**src/rtl/cb_config_loader.sv**
```systemverilog
`default_nettype none
// ============================================================================
// Module   : cb_config_loader
// Brief    : Bit-serial loader that assembles, validates and writes 35-bit
//            connection-block configuration words with a one-hot strobe.
// Revision : 1.0
// ============================================================================
module cb_config_loader #(
  parameter  int NUM_CB = 4,
  parameter  int CFG_W  = 35,
  localparam int IDX_W  = (NUM_CB > 1) ? $clog2(NUM_CB) : 1
) (
  input  logic              clk,
  input  logic              reset,
  input  logic              cfg_start,
  input  logic              cfg_bit,
  input  logic              cfg_valid,
  output logic              cfg_ready,
  output logic [CFG_W-1:0]  cbconfig,
  output logic [NUM_CB-1:0] cb_sel,
  output logic              busy,
  output logic              done,
  output logic              error,
  output logic [IDX_W-1:0]  error_cb
);

  localparam int CNT_W = $clog2(CFG_W);

  localparam logic [2:0] c_idle  = 3'd0;
  localparam logic [2:0] c_shift = 3'd1;
  localparam logic [2:0] c_check = 3'd2;
  localparam logic [2:0] c_write = 3'd3;
  localparam logic [2:0] c_done  = 3'd4;
  localparam logic [2:0] c_error = 3'd5;

  localparam logic [CNT_W-1:0] c_last_bit = CNT_W'(CFG_W - 1);
  localparam logic [IDX_W-1:0] c_last_cb  = IDX_W'(NUM_CB - 1);

  logic [2:0]       r_state;
  logic [2:0]       w_next;
  logic [CFG_W-1:0] r_sr;
  logic [CNT_W-1:0] r_bit_cnt;
  logic [IDX_W-1:0] r_cb_idx;
  logic [CFG_W-1:0] r_cbconfig;
  logic             r_error;
  logic [IDX_W-1:0] r_error_cb;
  logic             w_accept;
  logic             w_restart;
  logic [4:0]       w_field_ok;
  logic             w_legal;

  assign w_accept  = cfg_valid && (r_state == c_shift);
  assign w_restart = cfg_start && ((r_state == c_idle) || (r_state == c_error));

  // Fields 0-3 are inputs (either or both ends may drive); field 4 is the
  // output field where driving both ends would put two drivers on one track.
  for (genvar k = 0; k < 5; k++) begin : g_field
    logic [6:0] w_f;
    logic [4:0] w_m;
    logic       w_onehot;
    assign w_f      = r_sr[7*k +: 7];
    assign w_m      = w_f[5:1];
    assign w_onehot = (w_m != 5'd0) && ((w_m & (w_m - 5'd1)) == 5'd0);
    if (k == 4) begin : g_out
      assign w_field_ok[k] = (w_f == 7'd0) || (w_onehot && (w_f[6] ^ w_f[0]));
    end else begin : g_in
      assign w_field_ok[k] = (w_f == 7'd0) || (w_onehot && (w_f[6] | w_f[0]));
    end
  end

  assign w_legal = &w_field_ok;

  always_ff @(posedge clk) begin
    if (reset) r_state <= c_idle;
    else       r_state <= w_next;
  end

  always_comb begin
    w_next = r_state;
    case (r_state)
      c_idle:  if (cfg_start) w_next = c_shift;
      c_shift: if (w_accept && (r_bit_cnt == c_last_bit)) w_next = c_check;
      c_check: w_next = w_legal ? c_write : c_error;
      c_write: w_next = (r_cb_idx == c_last_cb) ? c_done : c_shift;
      c_done:  w_next = c_idle;
      c_error: if (cfg_start) w_next = c_shift;
      default: w_next = c_idle;
    endcase
  end

  always_comb begin
    cfg_ready = (r_state == c_shift);
    busy      = (r_state == c_shift) || (r_state == c_check) || (r_state == c_write);
    done      = (r_state == c_done);
    cb_sel    = '0;
    if (r_state == c_write) cb_sel = NUM_CB'(1) << r_cb_idx;
  end

  always_ff @(posedge clk) begin
    if (reset) begin
      r_sr       <= '0;
      r_bit_cnt  <= '0;
      r_cb_idx   <= '0;
      r_cbconfig <= '0;
      r_error    <= 1'b0;
      r_error_cb <= '0;
    end else begin
      if (w_restart) begin
        r_bit_cnt  <= '0;
        r_cb_idx   <= '0;
        r_error    <= 1'b0;
        r_error_cb <= '0;
      end
      // Counter wraps on the last bit so the next word starts from zero.
      if (w_accept) begin
        r_sr      <= {r_sr[CFG_W-2:0], cfg_bit};
        r_bit_cnt <= (r_bit_cnt == c_last_bit) ? '0 : r_bit_cnt + CNT_W'(1);
      end
      // The word is latched a cycle early so cbconfig is stable throughout WRITE.
      if (r_state == c_check) begin
        if (w_legal) begin
          r_cbconfig <= r_sr;
        end else begin
          r_error    <= 1'b1;
          r_error_cb <= r_cb_idx;
        end
      end
      if ((r_state == c_write) && (r_cb_idx != c_last_cb)) r_cb_idx <= r_cb_idx + IDX_W'(1);
    end
  end

  assign cbconfig = r_cbconfig;
  assign error    = r_error;
  assign error_cb = r_error_cb;

endmodule
`default_nettype wire

```
**config.mk**
```make
export PLATFORM = sky130hd
export DESIGN_NAME = cb_config_loader
export DESIGN_NICKNAME = d
export VERILOG_FILES = /design/src/rtl/cb_config_loader.sv
export SDC_FILE = /design/constraint.sdc
export NUM_CORES = 1
export LEC_CHECK = 0
export CAP_MARGIN = 25
export CORE_MARGIN = 8
export CORE_UTILIZATION = 58
export CTS_CLUSTER_SIZE = 8
export DETAILED_ROUTE_END_ITERATION = 8
export GPL_TIMING_DRIVEN = 0
export PLACE_DENSITY = 0.84
export SETUP_SLACK_MARGIN = 0.4
export SYNTH_ARGS = -nofsm -noshare
export SYNTH_HDL_FRONTEND = slang
export SYNTH_SLANG_ARGS = --single-unit
export TNS_END_PERCENT = 50
```
**constraint.sdc**
```tcl
create_clock -name clk -period 3.36 [get_ports clk]
set_clock_uncertainty 0.15 [all_clocks]
set_input_delay 0.672 -clock clk [delete_from_list [all_inputs] [get_ports clk]]
set_output_delay 0.672 -clock clk [all_outputs]
set_load 0.03 [all_outputs]
```
==> impl_metrics.yaml <==
status:
  outcome: "finished clean"
grt:
  track_usage: 0.178
  gr-total-overflow: 0
  antenna_found_initial: 0
  grt_pass1_wl_um: 12800
  grt_pass1_vias: 2833
  grt_max_degree: 14
synth:
  synth_cells: 429
  ys_async_sr_fraction: 0
  synth-edff-count: 0
  synth.yosys.seq_area_share: 0.461
  synthFlopType: "dfxtp_1"
  avgSynthCellArea_um2: 8.50
  ys_seq_elements: 84
  yosys-top-cells-area: "dfxtp_1 (46%), mux2i_1 (9.6%), nand2_1 (8.0%)"
  synth_top_area_cell: "dfxtp_1"
  synth.top_cell.area_share: 0.461
  yosysWarnings: 0
  yosysUniqueCellTypes: 43
  synthesis.area_mm2: 0.00364
  synthesis.nets: 440
critical_path:
  cp_slowest_stage_delay_ps: 740
  path_buf_inv: 3
  worst-setup-path-type: "reg2out"
  ff2ff_path_depth: 10
  critPathTopFamily: "buffers and inverters"
  critPathRequiredTime_ps: 2540
  end_kind: "primary output"
  critical_path_depth: 4
  cp.arrival_ps: 2000
  cpMaxStageDelayCell: "clkdlybuf4s50_1"
  crit_start: "r_state[0]"
  regToRegStartpoint: "r_sr[31]"
  path_cells: "buf_4, inv_1, nor3_1, clkdlybuf4s50_1"
  startpoint_type: "flop"
  cp_max_fo: 9
final_layout:
  postLayoutCoreUtil: 0.709
  num-nets-final: 499
  drive_above_1_share: 0.0568
  final_common_cell: "dfxtp_1"
  final_cell_mix: "dfxtp_1 (84), nand2_1 (78), nor2_1 (59)"
  area.growth.synth_to_final_pct: 20.7
  instances_no_fill: 570
  fillers: 504
  antennaDiodeCount: 0
routing:
  wl_met3_um: 554
  drcViolationCount: 0
  drt-initial-drc-count: 179
  drt_pass1_iterations: 4
  vias: 3165
  vias_per_cell: 5.55
  routed_wl_um: 7890
  topRoutingLayerUsed: "met4"
  met1Wirelength_um: 3460
  ant_nets: 0
  wl_met2_um: 3740
  wire_per_inst_um: 13.8
sta:
  slew_viol_final: 0
  rsz0062_at_grt: "false"
  finalCritPeriodShare: 0.839
  setup_violations: 0
  finalHoldViolCount: 0
  fin_setup_tns_ps: 0
  finalCriticalPeriod_ps: 2820
  clock.fmax_mhz: 355
  maxSlewHeadroom: 0.649
  worst_pin_slew_ps: 526
  whs_ps: 349
floorplan:
  rows: 29
  coreArea_mm2: 0.00620
  die_x_um: 95.3
  floorplan.initialDensity: 0.587
  dieArea_mm2: 0.00908
  chipHeight_um: 95.3
  pin_count: 50
clock_network:
  hold_buffers: 0
  cts_buffers: 9
  cts_max_path_buffers: 2
  htree_levels: 3
  path_clk_slew_ps: 80
  cts_sinks: 84
  insertion_delay_ps: 350
  cts_tree: "built"
  root_buffer: "clkbuf_8"
  postCtsSetupBuffers: 0
placement:
  gp_congestion: 0.823
  place_inst: 554
  io_buffers: 48
  place_hpwl_um: 5630
hold_path:
  min_path_cells: 2
  hold_class: "reg2reg"
  worstHoldStart: "cbconfig[12]"
power:
  leakagePower_nw: 1.77
  vdd_drop_max_v: 0.000244
  p_per_area_mw_per_mm2: 401
run:
  max_cap_viol_count: 0
[through the flow]
step	instance area, µm²	setup slack, ps	power, mW
after floorplan	3640	876	1.12
after global placement	4220	726	1.15
after detailed placement	4220	695	1.15
after CTS	4400	527	1.78
after global routing	4400	423	1.83
final	4400	540	1.76
[cells in the mapped netlist (3+ instances only)]
master	count
o31ai_1	3
xor2_1	4
a21oi_1	45
nand2_1	78
mux2i_1	35
dfxtp_1	84
nand2b_1	5
nor2b_1	4
inv_1	5
ha_1	6
mux2_2	3
nor2_1	59
o21ai_0	15
and2_1	7
nor3_1	11
nand4_1	3
clkbuf_1	19
a22oi_1	3
buf_12	3
nor3b_1	6
[worst reg2reg max path, cell delays in order (launching register included)]
cell,delay (ps)
dfxtp_1,300
clkbuf_2,150
or4_1,540
a22oi_1,160
nand4_1,130
a211oi_2,260
nand4_1,150
buf_6,200
buf_12,160
mux2i_1,150
nor2_1,60
[worst paths after layout]
check	slack, ps	endpoint
worst min register to register	350	cbconfig[12]
worst max-delay path	540	cfg_ready
worst max register to register	830	cbconfig[17]
worst min-delay path	350	cbconfig[12]
[report_power, final]
part / internal (mW) / leakage, nW / switching (mW)
sequential: 0.998 / 0.677 / 0.00355
clock: 0.287 / 0.0824 / 0.346
combinational: 0.0458 / 1.01 / 0.0830
[flip-flops by register name, indices dropped and copies added, names as in the netlist]
| signal | count |
|---|---|
| cbconfig | 35 |
| error | 1 |
| error_cb | 2 |
| r_bit_cnt | 6 |
| r_cb_idx | 2 |
| r_sr | 35 |
| r_state | 3 |
[repair_timing]
action / in CTS / in global routing
hold endpoints to repair: 0 / 0
endpoints found under the setup margin: 4 / 0
resized for setup: 2 / 0
[layer usage]
| layer | track usage | vias to the layer above |
|---|---|---|
| li1 | - | 1581 |
| met1 | 0.204 | 1493 |
| met2 | 0.298 | 80 |
| met3 | 0.0488 | 11 |
| met4 | 0.0884 | 0 |
| met5 | 0 | - |
[logic make-up (layout without fill, tap and decap cells)]
logic type,Yosys count,count (layout),synth area share
buf+inv,30,94,0.0477
xor+xnor,5,5,0.0120
mux,38,38,0.105
simple gates,183,183,0.219
flops,84,84,0.461
compound gates,83,83,0.134
fa+ha+maj,6,6,0.0206
[area by class of cell]
cell class                 count  area, µm²  area share
buffer                        25        156      0.0356
clock buffer                  12        145      0.0330
tap                           77       96.3      0.0219
inverter                       5       18.8     0.00427
clock inverter                 4       25.0     0.00569
multi-input combinational    315       1790       0.408
timing repair buffer          48        480       0.109
sequential                    84       1680       0.382
(Power assumes the default switching activity.)
